**src/rtl/bram_lane_acc_mover.sv**
```systemverilog
// bram_lane_acc_mover
// Streams run_count rows out of BRAM0, splits every row into NUM_LANES unsigned
// lanes and keeps one wrapping running sum per lane. The sums are written to BRAM1
// either after every row (mode 0) or once, after the last row (mode 1).
module bram_lane_acc_mover #(
   parameter int NUM_LANES = 4,
   parameter int IN_W      = 8,
   parameter int ACC_W     = 32,
   parameter int AWIDTH    = 8,
   parameter int CNT_BIT   = 16,
   parameter int RD_LAT    = 1,
   localparam int DWIDTH_IN  = NUM_LANES * IN_W,
   localparam int DWIDTH_OUT = NUM_LANES * ACC_W
) (
   input  logic                  clk,
   input  logic                  reset_n,
   input  logic                  start_i,
   input  logic [CNT_BIT-1:0]    run_count_i,
   input  logic                  mode_i,
   input  logic [AWIDTH-1:0]     rd_base_i,
   input  logic [AWIDTH-1:0]     wr_base_i,
   output logic                  idle_o,
   output logic                  busy_o,
   output logic                  done_o,
   output logic [AWIDTH-1:0]     addr_b0_o,
   output logic                  ce_b0_o,
   output logic                  we_b0_o,
   input  logic [DWIDTH_IN-1:0]  q_b0_i,
   output logic [AWIDTH-1:0]     addr_b1_o,
   output logic                  ce_b1_o,
   output logic                  we_b1_o,
   output logic [DWIDTH_OUT-1:0] d_b1_o
);

   typedef enum logic [1:0] {
      S_IDLE  = 2'd0,
      S_RUN   = 2'd1,
      S_DRAIN = 2'd2,
      S_DONE  = 2'd3
   } state_t;

   state_t              state_q, state_d;
   logic [CNT_BIT-1:0]  cnt_q, cnt_d;         // rows requested for this run
   logic                mode_q, mode_d;
   logic [AWIDTH-1:0]   rd_base_q, rd_base_d;
   logic [AWIDTH-1:0]   wr_base_q, wr_base_d;
   logic [CNT_BIT-1:0]  rd_cnt_q, rd_cnt_d;   // reads issued so far
   logic [CNT_BIT-1:0]  acc_cnt_q, acc_cnt_d; // rows accumulated so far
   logic [RD_LAT-1:0]   rd_vld_q, rd_vld_d;   // in-flight BRAM0 reads, oldest at MSB
   logic                wr_vld_q, wr_vld_d;   // BRAM1 write pending this cycle
   logic                wr_last_q, wr_last_d; // pending write carries the final sums
   logic [AWIDTH-1:0]   wr_addr_q, wr_addr_d;
   logic [ACC_W-1:0]    acc_q [NUM_LANES];
   logic [ACC_W-1:0]    acc_d [NUM_LANES];
   logic                rd_issue;
   logic                acc_last;

   // Next-state logic for the FSM, the read pipe and the lane accumulators
   always_comb begin
      state_d   = state_q;
      cnt_d     = cnt_q;
      mode_d    = mode_q;
      rd_base_d = rd_base_q;
      wr_base_d = wr_base_q;
      rd_cnt_d  = rd_cnt_q;
      acc_cnt_d = acc_cnt_q;
      wr_vld_d  = 1'b0;
      wr_last_d = 1'b0;
      wr_addr_d = wr_addr_q;
      acc_d     = acc_q;
      rd_issue  = 1'b0;
      acc_last  = 1'b0;

      case (state_q)
         S_IDLE: begin
            if (start_i) begin
               cnt_d     = run_count_i;
               mode_d    = mode_i;
               rd_base_d = rd_base_i;
               wr_base_d = wr_base_i;
               rd_cnt_d  = '0;
               acc_cnt_d = '0;
               for (int l = 0; l < NUM_LANES; l++) acc_d[l] = '0;
               state_d   = (run_count_i == '0) ? S_DONE : S_RUN;
            end
         end
         S_RUN: begin
            rd_issue = 1'b1;
            rd_cnt_d = rd_cnt_q + CNT_BIT'(1);
            if (rd_cnt_q == cnt_q - CNT_BIT'(1)) state_d = S_DRAIN;
         end
         S_DRAIN: begin
            // The final write is the last thing this run does
            if (wr_vld_q && wr_last_q) state_d = S_DONE;
         end
         default: begin
            state_d = S_IDLE;
         end
      endcase

      // A read issued in cycle t lands at the MSB in cycle t+RD_LAT
      rd_vld_d = RD_LAT'({rd_vld_q, rd_issue});

      if (rd_vld_q[RD_LAT-1]) begin
         for (int l = 0; l < NUM_LANES; l++)
            acc_d[l] = acc_q[l] + ACC_W'(q_b0_i[l*IN_W +: IN_W]);
         acc_last  = (acc_cnt_q == cnt_q - CNT_BIT'(1));
         acc_cnt_d = acc_cnt_q + CNT_BIT'(1);
         wr_last_d = acc_last;
         wr_vld_d  = !mode_q || acc_last;
         wr_addr_d = mode_q ? wr_base_q : wr_base_q + AWIDTH'(acc_cnt_q);
      end
   end

   // State and datapath registers; reset aborts any run immediately
   always_ff @(posedge clk or negedge reset_n) begin
      if (!reset_n) begin
         state_q   <= S_IDLE;
         cnt_q     <= '0;
         mode_q    <= 1'b0;
         rd_base_q <= '0;
         wr_base_q <= '0;
         rd_cnt_q  <= '0;
         acc_cnt_q <= '0;
         rd_vld_q  <= '0;
         wr_vld_q  <= 1'b0;
         wr_last_q <= 1'b0;
         wr_addr_q <= '0;
         for (int l = 0; l < NUM_LANES; l++) acc_q[l] <= '0;
      end else begin
         state_q   <= state_d;
         cnt_q     <= cnt_d;
         mode_q    <= mode_d;
         rd_base_q <= rd_base_d;
         wr_base_q <= wr_base_d;
         rd_cnt_q  <= rd_cnt_d;
         acc_cnt_q <= acc_cnt_d;
         rd_vld_q  <= rd_vld_d;
         wr_vld_q  <= wr_vld_d;
         wr_last_q <= wr_last_d;
         wr_addr_q <= wr_addr_d;
         for (int l = 0; l < NUM_LANES; l++) acc_q[l] <= acc_d[l];
      end
   end

   // Output decode; address and data buses are forced to 0 while their enable is low
   always_comb begin
      idle_o    = (state_q == S_IDLE);
      busy_o    = (state_q == S_RUN) || (state_q == S_DRAIN);
      done_o    = (state_q == S_DONE);
      ce_b0_o   = (state_q == S_RUN);
      we_b0_o   = 1'b0;
      addr_b0_o = ce_b0_o ? rd_base_q + AWIDTH'(rd_cnt_q) : '0;
      ce_b1_o   = wr_vld_q;
      we_b1_o   = wr_vld_q;
      addr_b1_o = wr_vld_q ? wr_addr_q : '0;
      d_b1_o    = '0;
      if (wr_vld_q) begin
         for (int l = 0; l < NUM_LANES; l++) d_b1_o[l*ACC_W +: ACC_W] = acc_q[l];
      end
   end

endmodule

```
**config.mk**
```make
export PLATFORM = sky130hd
export DESIGN_NAME = bram_lane_acc_mover
export DESIGN_NICKNAME = d
export VERILOG_FILES = /design/src/rtl/bram_lane_acc_mover.sv
export SDC_FILE = /design/constraint.sdc
export NUM_CORES = 1
export LEC_CHECK = 0
export BUFFER_PORTS_ARGS = -buffer_cell sky130_fd_sc_hd__buf_4
export CAP_MARGIN = 40
export CORE_UTILIZATION = 35
export CTS_CLUSTER_SIZE = 28
export DETAILED_ROUTE_END_ITERATION = 6
export PLACE_DENSITY = 0.66
export SLEW_MARGIN = 30
export SYNTH_ARGS = -nofsm -noshare
export SYNTH_HDL_FRONTEND = slang
export SYNTH_SLANG_ARGS = --single-unit
```
**constraint.sdc**
```tcl
create_clock -name clk -period 3.5 [get_ports clk]
set_input_delay 0.7 -clock clk [delete_from_list [all_inputs] [get_ports clk]]
set_output_delay 0.7 -clock clk [all_outputs]
set_load 0.02 [all_outputs]
```
Word level (Yosys, flattened, before mapping)
Index checks and enable logic that the tools add are counted.
- $add $sub $neg: 9
- $mul: 0
- divide/modulo/power cells: 0
- magnitude comparators: 0
- equality and inequality tests: 8
- shifts and indexed selects: 0
- multiplexer cells: 19
- bitwise gates (word level): 0
- reduce and logical (&&, ||, !) cells: 13
- operators by type and width (cell ; number):
    128-bit 2-to-1 mux ; 4
    32-bit by 8-bit adder with 32-bit output ; 4
    16-bit 2-to-1 mux ; 3
    16-bit by 1-bit adder with 16-bit output (second input constant) ; 2
    16-bit equality test ; 2
    16-bit case mux with 2 select lines ; 1
    8-bit 2-to-1 mux ; 3
    8-bit adder ; 2
    16-bit zero test ; 1
    16-bit by 1-bit subtractor with 16-bit output (second input constant) ; 1
    2-bit 2-to-1 mux ; 4
    2-bit case mux with 3 select lines ; 1
    2-bit AND reduction ; 3
    2-bit nonzero test ; 3
    2-bit equality test (second input constant) ; 2
    2-bit inequality test (second input constant) ; 2
    1-bit 2-to-1 mux ; 3
    3-bit AND reduction ; 1
    2-bit by 1-bit equality test with 1-bit output (second input constant) ; 1
    2-bit zero test ; 1
    1-bit logical OR ; 2
    2-bit by 1-bit inequality test with 1-bit output (second input constant) ; 1
    1-bit logical AND ; 1
    1-bit zero test ; 1
- register bits after elaboration: 206
- bits in latches: 0
- bits in writable memories: 0
- ROM bits: 0
- bits of input ports: 68
- output and inout port bits: 151
- word-level logic and storage cells: 64
- memories kept: 0

Depth between registers and ports, before layout
Gate-level depths: netlist of the first run.
- word-level depth: 4
- gate-level depth with buffers: 10
- mapped depth without buffers: 10

Worst setup path after synthesis of the first run
OpenSTA, ideal clock, no wires.
- path type: input -> register
- start point: in q_b0_i[16]
- end point: reg acc_q[52] (netlist bit)
- setup time: 0.096 ns
- arrival time: 2.870 ns
- data required time: 3.404 ns
- setup slack: 0.533 ns
- stages on the path: 10
- buffers on the path: 1
- path through: ha_1 > fa_1 > a21o_1 > a21oi_1 > o21bai_1 > a2111o_1 > nand3b_1 > clkbuf_1 > o211ai_1 > o31ai_1
- longest elaborated chain between the ends: 2
- ends and longest elaborated chain (what ; line ; text):
    start: declaration ; 28 ; input logic [DWIDTH_IN-1:0] q_b0_i,
    32-bit by 8-bit adder with 32-bit output ; 106 ; acc_d[l] = acc_q[l] + ACC_W'(q_b0_i[l*IN_W +: IN_W]);
    128-bit 2-to-1 mux ; 104 ; if (rd_vld_q[RD_LAT-1]) begin
    end: declaration ; 53 ; logic [ACC_W-1:0] acc_q [NUM_LANES];
No other way between the ends.
A chain may end at the register's enable or synchronous reset.

Final worst setup path of the first run
- start point: reg rd_cnt_q[0]
- end point: out addr_b0_o[6]
- longest elaborated chain between the ends: 2
- ends and longest elaborated chain (what ; line ; text):
    start: declaration ; 47 ; logic [CNT_BIT-1:0] rd_cnt_q, rd_cnt_d;
    start signal: assignment ; 136 ; rd_cnt_q <= rd_cnt_d;
    8-bit adder ; 153 ; addr_b0_o = ce_b0_o ? rd_base_q + AWIDTH'(rd_cnt_q) : '0;
    8-bit 2-to-1 mux ; 153 ;
    end: declaration ; 25 ; output logic [AWIDTH-1:0] addr_b0_o,
No other way between the ends.

==> results.json, run 1 <==
{
  "drive_above_1_share_pct": 21.46,
  "intPower_mw": 6.562,
  "ys_ff_latch": 206,
  "die_area_um2": 37760,
  "power.density_nw_per_um2": 687.7,
  "ys_warn_count": 0,
  "vias_per_cell": 5.288,
  "r2r_slack_ps": 530,
  "die_h_um": 194.3,
  "io_buffer_count": 217,
  "synth_cell_types": 74,
  "synthCells": 1380,
  "synth_area_um2": 12940,
  "cpMostUsedCell": "a21oi_1",
  "nets": 1704,
  "critical_path.top_delay_family": "compound AO/OA/AOI/OAI gates",
  "async_flop_share_pct": 100.0,
  "cts_tree": "built",
  "grt.total_usage_pct": 17.79,
  "max-slew-margin-rel_pct": 55.32,
  "drt_iter0_drc": 592,
  "final_cells": 2062,
  "vias": 10900,
  "arrival_ps": 2630,
  "wl_per_cell_um": 16.52,
  "pwr-share-comb_pct": 43.3,
  "fin_crit_sh_pct": 95.10,
  "crit_type": "flip-flop to primary output",
  "clkTransAtPathRegs_ps": 60,
  "yosys.cell_count.top_type": "dfrtp_1",
  "synthTopCellsByCount": "206 x dfrtp_1, 158 x nand2_1, 145 x and2_1",
  "clockPowerShare_pct": 24.1,
  "crit_fanout": 6,
  "yosys.area.top_type": "dfrtp_1",
  "worst-path-buf-inv": 1,
  "clock_latency_ps": 530,
  "ff_latch_area_um2": 5164,
  "sw_frac_of_total_pct": 40.15,
  "rsz0062_at_grt": "false",
  "status": "finished, final reports clean",
  "cp.required_ps": 2800,
  "multi_input_area_um2": 7362,
  "core_um2": 36520,
  "floorplan.rows": 70,
  "dpl.cell_count": 2018,
  "initial_core_util_pct": 35.44,
  "drc": 0,
  "yosys-top-cells-area": "dfrtp_1 40%, and2_1 7.0%, ha_1 5.1%",
  "antenna_found_initial": 1,
  "maxCapViolations": 0,
  "die_w_um": 194.3,
  "grt_first_pass_wirelength_mm": 55.39,
  "syn_nets": 1507,
  "first_pass_iters": 6,
  "p_leak_nw": 7.484,
  "grt_max_degree": 139,
  "overflow": 0,
  "finClkSkew_ps": 13.82,
  "area_delta_synth_final_pct": 23.16,
  "wl_mm": 34.06,
  "endpoint_kind": "primary output",
  "cp_slowest_stage_delay_ps": 440,
  "p_switching_mw": 4.402,
  "grt_pass1_vias": 10880,
  "place.gp.congestion": 0.8551,
  "crit_chain": "ha_1, fa_1, a21oi_1, o21bai_1, a21o_1, a21oi_1, xnor2_1, and2_1, buf_4",
  "fillers": 3521,
  "worstSetupStartpointType": "flip-flop",
  "antenna_left": 0,
  "yosys.area.top_type_share_pct": 39.82,
  "slew_violations": 0,
  "totalNegativeSetupSlack_ps": 0,
  "cts_root_buf": "clkbuf_16",
  "worst_ir_drop_vdd_mv": 0.6352,
  "ioPinCount": 219,
  "setup_viol": 0,
  "cts_buffers": 25,
  "clock.fmax_mhz": 300.4,
  "seqPwrFrac_pct": 32.6,
  "synth-main-ff-cell": "dfrtp_1",
  "synth_edf_count": 0,
  "worst_pin_slew_ps": 670.2,
  "hold_path.class": "input pin to asynchronous set/reset pin",
  "antenna_cells": 0,
  "yosysSeqAreaShare_pct": 39.82,
  "critPathSlowestCell": "dfrtp_2",
  "clock_sinks": 206,
  "dpl.hpwl_mm": 24.17,
  "clockBufferDepth": 3,
  "avgSynthCellArea_um2": 9.380,
  "hold_viol": 0,
  "fin_crit_ps": 3329,
  "htreeDepth": 1
}
## worst reg2reg max path, stage by stage, from the launching register on
cell and delay (ps):
dfrtp_1 490, inv_1 100, ha_1 240, nor3b_4 410, nand3_2 160, or3b_4 460
xnor2_1 150, a2111oi_2 390, a31oi_1 260, mux2i_1 180
## state kept, by name, indices dropped and copies added, names as in the netlist
| register | flops |
|---|---|
| rd_cnt_q | 16 |
| acc_q | 128 |
| rd_base_q | 8 |
| wr_base_q | 8 |
| acc_cnt_q | 16 |
| cnt_q | 16 |
| mode_q | 1 |
| rd_vld_q | 1 |
| state_q | 2 |
| ce_b1_o | 1 |
| wr_last_q | 1 |
| wr_addr_q | 8 |
## cell usage in the layout, fill, tap and decap left out, drive strengths merged, types with 6 or more instances in the layout
master and count:
and3 33, nor4 9, a21oi 44, and2 147, o21ai 59, o31ai 43
xnor2 45, nand3 65, clkbuf 38, o211ai 42, fa 6, a21o 18
nor3 27, xor2 40, inv 32, dfrtp 206, buf 241, mux2i 54
a22o 13, nand2 158, mux2 33, nand4 37, ha 53, nor2 57
o21bai 8
## layout make-up
| cell class | count | area share [%] |
|---|---|---|
| multi-input combinational | 1071 | 46.18 |
| sequential | 206 | 32.39 |
| timing repair buffer | 242 | 11.83 |
| clock buffer | 37 | 4.646 |
| tap | 468 | 3.673 |
| inverter | 31 | 0.7299 |
| clock inverter | 7 | 0.5572 |
## metrics by stage
stage / power [mW] / area (um^2) / hold WS (ps) / utilization (%) / setup WS, ps
floorplan: 6.929 / 12940 / 404.4 / - / 533.5
global placement: 8.191 / 15070 / 459.8 / 41.27 / 464.5
detailed placement: 8.359 / 15110 / 470.5 / 41.38 / 393.2
CTS: 11.07 / 15940 / 207.9 / 43.65 / 128.3
global route: 11.73 / 15940 / 233.2 / 43.65 / 1.105
finish: 10.96 / 15940 / 195.5 / 43.65 / 171.5
## repair_timing
action | 4_1_cts | 5_1_grt
setup buffers | 0 | 0
gates resized for setup | 0 | 1
setup endpoints to repair | 0 | 1
hold buffers | 0 | 0
## power by group through the flow
stage	combinational [mW]	sequential (mW)	clock [mW]
after global routing	5.28	3.66	2.79
after CTS	4.79	3.56	2.72
after detailed placement	4.76	3.60	0
final	4.75	3.58	2.64
after global placement	4.62	3.57	0
after floorplan	3.66	3.27	0
## cells by family after synthesis
logic type	count (synthesis)	synth area share, %
AO/OA/AOI/OAI	265	13.91
XOR/XNOR	88	6.292
adder cells (fa/ha/maj)	59	6.051
buffers and inverters	103	3.373
flip-flops	206	39.82
multiplexers	87	7.046
other	1	0.02897
AND/OR/NAND/NOR	571	23.48
## per-layer routing
| layer | up-vias | wire length (um) | track usage [%] |
|---|---|---|---|
| met2 | 288 | 16630 | 31.41 |
| met5 | - | 9 | 0 |
| met1 | 5234 | 15030 | 22.75 |
| li1 | 5337 | - | - |
| met4 | 2 | 627 | 3.880 |
| met3 | 43 | 1765 | 2.915 |
## worst paths after layout
check / from / end / cells after the start
max: rd_cnt_q[0] / addr_b0_o[6] / 9
min: reset_n / acc_q[77] / 1
max reg2reg: cnt_q[0] / state_q[0] / 9
min reg2reg: wr_addr_q[4] / wr_addr_q[4] / 1
max in group asynchronous: reset_n / rd_base_q[4] / 2
min in group clk: wr_base_i[3] / wr_base_q[3] / 2
No activity file was read; power rests on OpenSTA's default activity.
==> run 2: changes to the inputs <==
--- a/config.mk
+++ b/config.mk
@@ -8,8 +8,10 @@
 export BUFFER_PORTS_ARGS = -buffer_cell sky130_fd_sc_hd__buf_4
 export CAP_MARGIN = 40
+export CORE_MARGIN = 5
 export CORE_UTILIZATION = 35
 export CTS_CLUSTER_SIZE = 28
 export DETAILED_ROUTE_END_ITERATION = 6
 export PLACE_DENSITY = 0.66
+export RECOVER_POWER = 50
 export SLEW_MARGIN = 30
 export SYNTH_ARGS = -nofsm -noshare
==> constraint.sdc (replaced) <==
create_clock -name clk -period 3.5 [get_ports clk]
set_input_delay 0.7 -clock clk [delete_from_list [all_inputs] [get_ports clk]]
set_output_delay 0.7 -clock clk [all_outputs]
set_load 0.005 [all_outputs]
==> run 2 against run 1 <==
  * The flow now finishes with violations (max-capacitance violations, max-slew violations)
  * Maximum frequency increased by 1.7%
  * Global-route usage down 1.4 points
  * Sequential power is 2% higher
  * Cell count about the same
  * Flip-flop and latch count unchanged
  * Critical path type unchanged
  * Critical endpoint is now addr_b0_o[7]
  * Largest power group unchanged
==> results.json, run 2 (synthesis results as in run 1) <==
{
  "clkTransAtPathRegs_ps": 60,
  "antenna_found_initial": 3,
  "dpl.hpwl_mm": 25.83,
  "cpMostUsedCell": "a21oi_1",
  "p_switching_mw": 4.212,
  "crit_fanout": 6,
  "hold_viol": 0,
  "vias_per_cell": 5.322,
  "intPower_mw": 6.578,
  "grt_max_degree": 65,
  "fin_crit_ps": 3274,
  "die_h_um": 202.3,
  "crit_chain": "ha_1, a21o_1, a21oi_1, o21bai_1, a21oi_1, o21ai_0, xnor2_1, and2_1, buf_4",
  "io_buffer_count": 217,
  "arrival_ps": 2570,
  "cp.required_ps": 2800,
  "critPathSlowestCell": "dfrtp_1",
  "p_leak_nw": 7.451,
  "hold_path.class": "input pin to asynchronous set/reset pin",
  "place_area_um2": 15050,
  "pwr-share-comb_pct": 40.7,
  "power.total_mw": 10.79,
  "wl_per_cell_um": 17.15,
  "largest_reg_flops": 128,
  "slew_violations": 190,
  "htreeDepth": 1,
  "top_register": "acc_q",
  "first_pass_iters": 5,
  "nets": 1702,
  "mostFrequentLayoutCells": "230 x buf_4, 203 x dfrtp_1, 157 x nand2_1",
  "place.gp.congestion": 0.8726,
  "vias": 10980,
  "violations": "max-capacitance violations, max-slew violations",
  "ioPinCount": 219,
  "fin_crit_sh_pct": 93.55,
  "totalNegativeSetupSlack_ps": 0,
  "worst_ir_drop_vdd_mv": 0.4918,
  "finClkSkew_ps": 15.58,
  "clockPowerShare_pct": 25.4,
  "worstSetupStartpointType": "flip-flop",
  "die_area_um2": 40930,
  "drc": 0,
  "floorplan.rows": 70,
  "setup_viol": 0,
  "worst_pin_slew_ps": 1936,
  "rsz0062_at_grt": "false",
  "cts_tree": "built",
  "clock_sinks": 206,
  "overflow": 0,
  "fin_area_um2": 15900,
  "power.density_nw_per_um2": 678.7,
  "clock_latency_ps": 530,
  "final_common_cell": "buf_4",
  "initial_core_util_pct": 35.44,
  "ctsHoldBuffers": 0,
  "endpoint_kind": "primary output",
  "grt_first_pass_wirelength_mm": 56.29,
  "seqPwrFrac_pct": 33.9,
  "core_um2": 36520,
  "drt_iter0_drc": 705,
  "crit_type": "flip-flop to primary output",
  "max-slew-margin-rel_pct": -29.04,
  "grt.total_usage_pct": 16.39,
  "drive_above_1_share_pct": 21.33,
  "maxCapViolations": 4,
  "status": "finished, violations left",
  "clockBufferDepth": 3,
  "cts_root_buf": "clkbuf_16",
  "cts_buffers": 25,
  "die_w_um": 202.3,
  "clock.fmax_mhz": 305.4,
  "antenna_left": 0,
  "wl_mm": 35.38,
  "area_delta_synth_final_pct": 22.80,
  "grt_pass1_vias": 10640,
  "cp_slowest_stage_delay_ps": 470,
  "sw_frac_of_total_pct": 39.03
}
==> run 2: cell types whose count changed in the layout (fill, tap and decap cells not counted), moves of 2 or more <==
cell        change
buf_12          -4
buf_4           -6
bufinv_16       +2
clkbuf_1        +3
clkbuf_2        +3
clkbuf_4        +2
clkbuf_8        -4
clkinvlp_4      +2
==> run 2: power by group through the flow <==
stage                     clock network, mW  logic [mW]  registers (mW)
after floorplan                           0        3.44            3.26
after global placement                    0        4.30            3.66
after detailed placement                  0        4.42            3.70
after CTS                              2.82        4.45            3.65
after global routing                   2.91        4.93            3.75
final                                  2.74        4.39            3.65
==> run 2: path summary, 6_finish.rpt <==
| path | from | endpoint | slack (ps) | depth (start not counted) |
|---|---|---|---|---|
| worst min-delay path | reset_n | acc_q[69] | 110 | 1 |
| worst min register to register | acc_q[31] | acc_q[31] | 470 | 1 |
| max in group asynchronous | reset_n | acc_q[60] | 1310 | 2 |
| worst max-delay path | rd_cnt_q[1] | addr_b0_o[7] | 230 | 9 |
| worst max register to register | state_q[0] | rd_cnt_q[10] | 340 | 8 |
| min in group clk | wr_base_i[6] | wr_base_q[6] | 410 | 2 |
==> run 2: what timing repair did <==
| item | CTS | global route |
|---|---|---|
| resized for setup | 0 | 2 |
| buffers inserted | 0 | 0 |
| endpoints found under the setup margin | 0 | 1 |
==> run 2: through the flow <==
step / worst slack [ps] / utilization [%] / hold WS [ps] / instances
final: 225.8 / 43.53 / 106.8 / 2063
after detailed placement: 397.7 / 41.21 / 464.1 / 2015
after global placement: 456.9 / 41.21 / 458.0 / 2015
after floorplan: 533.5 / - / 404.4 / 1380
after global routing: 0.01532 / 43.53 / 122.0 / 2063
after CTS: 131.2 / 43.58 / 108.8 / 2061
==> run 2: area by class of cell <==
cell class / count / area, um^2
repair buffers: 240 / 1802
inverters: 31 / 116.4
fillers: 3510 / 20630
clock buffers: 33 / 685.7
clock inverters: 13 / 177.7
multi-input cells: 1071 / 7363
well taps: 468 / 585.6
diodes: 1 / 2.502
flip-flops and latches: 206 / 5164
==> run 2: layer usage <==
layer,vias up,global-route usage [%],routed length (um)
met5,-,0,15
met4,4,4.316,899
met1,5288,21.39,15480
met3,65,3.016,1906
met2,291,28.13,17070
li1,5332,-,-
==> run 2: critical path, delay by kind of cell (launching register included) <==
| kind | cells | cell delay, ps |
|---|---|---|
| compound gates | 5 | 850 |
| xor+xnor | 1 | 140 |
| fa+ha+maj | 1 | 310 |
| buf+inv | 1 | 130 |
| flops | 1 | 470 |
| simple gates | 1 | 160 |
